File: config.mk
export PLATFORM = sky130hd
export DESIGN_NAME = ex_mem_stage
export DESIGN_NICKNAME = d
export VERILOG_FILES = /design/src/rtl/ex_mem_stage.sv
export SDC_FILE = /design/constraint.sdc
export NUM_CORES = 1
export LEC_CHECK = 0
export ABC_AREA = 1
export BUFFER_PORTS_ARGS = -buffer_cell sky130_fd_sc_hd__buf_2
export CORE_MARGIN = 5
export CORE_UTILIZATION = 48
export CTS_CLUSTER_DIAMETER = 50
export DETAILED_ROUTE_END_ITERATION = 10
export PLACE_DENSITY = 0.83
export SLEW_MARGIN = 20
export SYNTH_ARGS = -nofsm -noshare
export SYNTH_HDL_FRONTEND = slang
export SYNTH_SLANG_ARGS = --single-unit
File: constraint.sdc
create_clock -name clk -period 1.9 [get_ports clk]
set_input_delay 0.285 -clock clk [delete_from_list [all_inputs] [get_ports clk]]
set_output_delay 0.285 -clock clk [all_outputs]
set_load 0.01 [all_outputs]
File: src/rtl/ex_mem_stage.sv
// EX/MEM pipeline stage: 2-entry skid buffer with registered branch redirect and forwarding tap.
// Optional performance counters are enabled by defining EX_MEM_PERF_CNT_EN.
module ex_mem_stage (
  input  logic        clk,
  input  logic        rst_n,
  input  logic        in_valid,
  output logic        in_ready,
  input  logic [31:0] in_r,
  input  logic [4:0]  in_rd,
  input  logic        in_wb,
  input  logic [1:0]  in_br,
  input  logic [31:0] in_br_tgt,
  input  logic        flush,
  output logic        out_valid,
  input  logic        out_ready,
  output logic [31:0] out_r,
  output logic [4:0]  out_rd,
  output logic        out_wb,
  output logic        br_taken,
  output logic [31:0] br_tgt,
  output logic        fwd_valid,
  output logic [4:0]  fwd_rd,
  output logic [31:0] fwd_r,
  output logic [31:0] perf_stall,
  output logic [31:0] perf_br
);

  typedef enum logic [1:0] {StEmpty, StOne, StTwo} state_e;

  state_e      state_q, state_d;
  logic        in_ready_q;
  logic [31:0] head_r_q, head_r_d, skid_r_q, skid_r_d;
  logic [4:0]  head_rd_q, head_rd_d, skid_rd_q, skid_rd_d;
  logic        head_wb_q, head_wb_d, skid_wb_q, skid_wb_d;
  logic        br_taken_q, br_taken_d;
  logic [31:0] br_tgt_q, br_tgt_d;
  logic        accept, pop, zero, br_hit;

  assign out_valid = (state_q != StEmpty);
  assign accept    = in_valid & in_ready_q;
  assign pop       = out_valid & out_ready;
  assign zero      = (in_r == 32'h0);
  // Reserved encoding 2'b11 falls through as "no branch".
  assign br_hit    = ((in_br == 2'b01) & zero) | ((in_br == 2'b10) & ~zero);

  always_comb begin
    state_d   = state_q;
    head_r_d  = head_r_q;
    head_rd_d = head_rd_q;
    head_wb_d = head_wb_q;
    skid_r_d  = skid_r_q;
    skid_rd_d = skid_rd_q;
    skid_wb_d = skid_wb_q;
    if (flush) begin
      state_d = StEmpty;
    end else begin
      unique case (state_q)
        StEmpty: begin
          if (accept) begin
            head_r_d  = in_r;
            head_rd_d = in_rd;
            head_wb_d = in_wb;
            state_d   = StOne;
          end
        end
        StOne: begin
          if (accept && pop) begin
            head_r_d  = in_r;
            head_rd_d = in_rd;
            head_wb_d = in_wb;
          end else if (accept) begin
            skid_r_d  = in_r;
            skid_rd_d = in_rd;
            skid_wb_d = in_wb;
            state_d   = StTwo;
          end else if (pop) begin
            state_d = StEmpty;
          end
        end
        StTwo: begin
          if (pop) begin
            head_r_d  = skid_r_q;
            head_rd_d = skid_rd_q;
            head_wb_d = skid_wb_q;
            state_d   = StOne;
          end
        end
        default: state_d = StEmpty;
      endcase
    end
  end

  always_comb begin
    br_taken_d = accept & br_hit & ~flush;
    br_tgt_d   = br_taken_d ? in_br_tgt : br_tgt_q;
  end

  always_ff @(posedge clk) begin
    if (!rst_n) begin
      state_q    <= StEmpty;
      in_ready_q <= 1'b1;
      head_r_q   <= 32'h0;
      head_rd_q  <= 5'h0;
      head_wb_q  <= 1'b0;
      skid_r_q   <= 32'h0;
      skid_rd_q  <= 5'h0;
      skid_wb_q  <= 1'b0;
      br_taken_q <= 1'b0;
      br_tgt_q   <= 32'h0;
    end else begin
      state_q    <= state_d;
      in_ready_q <= (state_d != StTwo);
      head_r_q   <= head_r_d;
      head_rd_q  <= head_rd_d;
      head_wb_q  <= head_wb_d;
      skid_r_q   <= skid_r_d;
      skid_rd_q  <= skid_rd_d;
      skid_wb_q  <= skid_wb_d;
      br_taken_q <= br_taken_d;
      br_tgt_q   <= br_tgt_d;
    end
  end

  assign in_ready  = in_ready_q;
  assign out_r     = head_r_q;
  assign out_rd    = head_rd_q;
  assign out_wb    = head_wb_q;
  assign br_taken  = br_taken_q;
  assign br_tgt    = br_tgt_q;
  assign fwd_valid = out_valid & head_wb_q & (head_rd_q != 5'h0);
  assign fwd_rd    = head_rd_q;
  assign fwd_r     = head_r_q;

`ifdef EX_MEM_PERF_CNT_EN
  logic [31:0] perf_stall_q, perf_br_q;

  always_ff @(posedge clk) begin
    if (!rst_n) begin
      perf_stall_q <= 32'h0;
      perf_br_q    <= 32'h0;
    end else begin
      if (out_valid && !out_ready) perf_stall_q <= perf_stall_q + 32'h1;
      if (br_taken_q)              perf_br_q    <= perf_br_q + 32'h1;
    end
  end

  assign perf_stall = perf_stall_q;
  assign perf_br    = perf_br_q;
`else
  assign perf_stall = 32'h0;
  assign perf_br    = 32'h0;
`endif

endmodule

# Word-level counts from Yosys, hierarchy flattened
# Index checks and enable logic that the tools add are counted.
[totals]
out_inout_bits = 175
elab_cells = 57
regBits = 112
input_bits = 77
[classes]
n_bitwise = 12
n_mux = 19
reduce_logical = 8
eq_ne = 8
[op_table]
columns = ["cell", "n"]
rows = [
  ["$mux 32", 3],
  ["$pmux 32 s3", 1],
  ["$logic_not 32->1", 1],
  ["$mux 5", 3],
  ["$pmux 5 s3", 1],
  ["$mux 2", 6],
  ["$and 1x1->1", 8],
  ["$ne 2x2->1 const B", 4],
  ["$pmux 2 s3", 1],
  ["$reduce_and 5->1", 1],
  ["$reduce_bool 5->1", 1],
  ["$eq 2x1->1 const B", 2],
  ["$eq 2x2->1 const B", 2],
  ["$reduce_and 4->1", 1],
  ["$mux 1", 3],
  ["$not 1->1", 3],
  ["$pmux 1 s3", 1],
  ["$reduce_bool 3->1", 1],
  ["$logic_not 2->1", 1],
  ["$reduce_bool 2->1", 1],
  ["$logic_and 1x1->1", 1],
  ["$or 1x1->1", 1],
]

# Longest topological paths before layout
[logic_depth]
ltp_word = 8
mapped_depth = 11
mapped_depth_nobuf = 10

# Worst setup path before layout
# OpenSTA, ideal clock, no wires.
[synth_timing]
kind = "register -> register"
from = "reg state_q[1]"
to = "reg head_rd_q[3], in the netlist fwd_rd[3]"
period_less_slack_ps = 1368
n_path_buf = 1
t_arrival_ps = 1234
setup_time_ps = 134
path_stages_with_launch = 8
path_slack_ps = 532
t_required_ps = 1766
cell_sequence = "dfxtp_1 > nor2_1 > nor2_1 > nor2_4 > nand2_1 > buf_4 > a211oi_1 > a211oi_1"
[synth_between]
elab_chain_len = 5
word_cells_on_any_way = 12
cone_classes = "eq/ne (5); mux (1); bitwise (1); reduce/logical (5)"
[synth_lines]
columns = ["element", "line_no", "source"]
rows = [
  ["from (decl)", "30", "state_e state_q, state_d;"],
  ["from (signal assigned)", "100", "state_q <= StEmpty;"],
  ["from (signal assigned)", "111", "state_q <= state_d;"],
  ["$reduce_bool 2->1", "39", "assign out_valid = (state_q != StEmpty);"],
  ["$and 1x1->1", "41", "assign pop = out_valid & out_ready;"],
  ["$logic_and 1x1->1", "67", "if (accept && pop) begin"],
  ["$ne 2x2->1 (no line)", "n/a", ""],
  ["$reduce_and 5->1 (no line)", "n/a", ""],
  ["to (signal assigned)", "114", "head_rd_q <= head_rd_d;"],
  ["to (decl)", "33", "logic [4:0] head_rd_q, head_rd_d, skid_rd_q, skid_rd_d;"],
]
# Parallel ways exist; a longest one is shown, timed or not.
# A chain may end at the register's enable or synchronous reset.

# Worst setup path after layout
[layout_timing]
from = "reg state_q[1]"
to = "out fwd_valid"
[layout_between]
elab_chain_len = 3
[layout_lines]
columns = ["element", "line_no", "source"]
rows = [
  ["$reduce_bool 2->1", "39", ""],
  ["$and 1x1->1 (2 in series)", "130", "assign fwd_valid = out_valid & head_wb_q & (head_rd_q != 5'h0);"],
  ["to (decl)", "21", "output logic fwd_valid,"],
]
# Every way passes these cells.

==> impl_metrics.ini <==
[outcome]
status = finished clean

[critical_path]
cp-end-kind = output pin
path_buf_inv = 3
max_stage_delay_ps = 450
cp.arrival_ps = 1320
critPathTopFamily = flip-flops
cpMaxStageDelayCell = dfxtp_1
path_cells = nor2_1 -> inv_1 -> o311ai_0 -> inv_1 -> buf_2
worstPathMaxFanout = 5
worst_path_most_repeated_cell = inv_1
criticalPathCategory = reg -> out
cp-start-kind = register
critPathRequiredTime_ps = 1620

[synth]
async_reset_ff_frac = 0
synth_compound_area_frac = 0.141
syn_area_sq_um = 5780
synth_top_family_by_area = buffers and inverters
syn_inst = 851
synth_fa_ha_area_frac = 0
synthMuxAreaShare = 0
synthFlopType = dfxtp_1
yosysWarnings = 0
synth.top_cell.area_share = 0.388
yosysUniqueCellTypes = 20
synth_seq_area_share = 0.388
yosysMostFrequentCell = nand2_1
synth_xor_area_frac = 0
synth_edf_count = 0
yosys.area.top_type = dfxtp_1
synthSimpleGateAreaFrac = 0.211
ys_seq_elements = 112
synthTopCellsByArea = dfxtp_1, buf_4, nand2_1
synth.avg_cell_area_sq_um = 6.80
synthTopCellsByCount = nand2_1, inv_1, dfxtp_1

[cells_and_area]
n_fill_cell = 1147
final_nets = 1055
antennaDiodeCount = 0
syn_to_final_growth_pct = 15.4
finalInstanceArea_sq_um = 6670
drive_above_1_share = 0.230

[clock_network]
clk_pin_slew_worst_paths_ps = 70
cts-resized-gates = 0
cts-hold-fix-buffers = 0
cts.sinks = 112
numCtsBuffers = 9
clock_latency_ps = 340
cts_tree = built
cts-root-buf = clkbuf_16
clockBufferDepth = 2
postCtsSetupRepairBufs = 0
htreeDepth = 3

[detailed_routing]
finalWirelength_microns = 14100
first_pass_iters = 5
drtIter0Drc = 345
vias = 5280
wl_per_cell_microns = 12.5
drc = 0
final_antenna_net_count = 0
vias_per_cell = 4.67

[sta]
hold_viol_final = 0
fin_crit_sh = 0.847
fmax_mhz = 622
fin_setup_tns_ps = 0
period_minus_slack_ps = 1610
rsz0062_at_grt = false
final-max-slew-violation-count = 0
finClkSkew_ps = 8.18
setup_viol = 0

[floorplan]
die_width_microns = 120
core_area_sq_um = 11900
start_util = 0.486
io_pins = 252
die_h_microns = 120
dieArea_sq_um = 14300
rows = 40

[place]
placed_cell_area_sq_um = 6390
dp_hpwl_microns = 10200
finalWeightedCongestion = 0.808
portBuffers = 187

[pwr]
p_leak_uw = 0.00345
power_density_nw_per_um2 = 742
ir_drop_mv = 0.443

[global_route]
grt_overflow_total = 0
grt_use_total = 0.190
antenna_found_initial = 0
grt_pass1_vias = 4723
grt_pass1_wl_microns = 22800
grt_max_degree = 56

[hold_path]
worst_hold_path_type = in -> reg

[run]
drv_cap = 0
-- sequential cells by signal, indices dropped and copies added (netlist names) --
register / flops
fwd_rd: 5
skid_rd_q: 5
skid_wb_q: 1
out_wb: 1
br_taken: 1
state_q: 2
fwd_r: 32
in_ready: 1
skid_r_q: 32
br_tgt: 32
-- placed cells by master (no fill, tap or decap), drive strengths merged --
master    count
o31ai         1
inv         144
buf         204
clkinv        3
clkbuf       12
o21ai        74
a211oi        6
conb         64
nand4        32
nand2       150
o311ai        1
nor2         64
a21oi        75
dfxtp       112
or2           1
nand3        39
clkinvlp      1
-- per-stage QoR --
stage	instances	hold WS [ps]	power, uW	util	setup WS (ps)
5_1_grt	1130	236	5210	0.560	139
4_1_cts	1130	221	5000	0.560	268
6_report	1130	234	4950	0.560	292
3_5_place_dp	1114	438	3240	0.537	147
3_3_place_gp	1114	433	3230	0.537	204
2_1_floorplan	914	425	3090	-	532
-- final timing paths --
| check | from | depth (start not counted) | slack (ps) | end |
|---|---|---|---|---|
| setup / recovery | state_q[1] | 5 | 290 | fwd_valid |
| hold / removal | out_ready | 3 | 230 | in_ready |
| setup reg to reg | state_q[0] | 7 | 330 | fwd_r[4] |
| hold reg to reg | skid_r_q[22] | 2 | 450 | skid_r_q[22] |
-- cell type report --
type	count	area (sq um)	area share
multi-input cells	507	2290	0.343
flip-flops and latches	112	2240	0.336
repair buffers	204	1140	0.171
inverters	144	541	0.0810
clock buffers	12	246	0.0369
well taps	147	184	0.0276
clock inverters	4	30.0	0.00450
-- where the power goes --
group,switching (uW),total [uW],internal [uW]
Clock,830,1760,930
Combinational,451,718,266
Sequential,46.5,2470,2430
-- metal layers --
metal / wire [microns] / vias up / track usage / share of wire
met1: 6340 / 2351 / 0.258 / 0.45
li1: - / 2729 / - / -
met5: 0 / - / 0 / 0
met2: 6650 / 182 / 0.311 / 0.47
met3: 902 / 18 / 0.0353 / 0.064
met4: 240 / 0 / 0.0537 / 0.017
-- kinds of logic (layout without fill, tap and decap cells) --
logic type	after synthesis	in the layout
AOI/OAI and AO/OA	157	157
buffers and inverters	295	364
DFF	112	112
other	1	64
and+or+nand+nor	286	286
-- tightest hold or removal path, cell delays in order --
cell and delay [ps]:
buf_2 100, o31ai_1 70, nand2_1 70
Note: power is estimated with default switching activity, not from simulation.
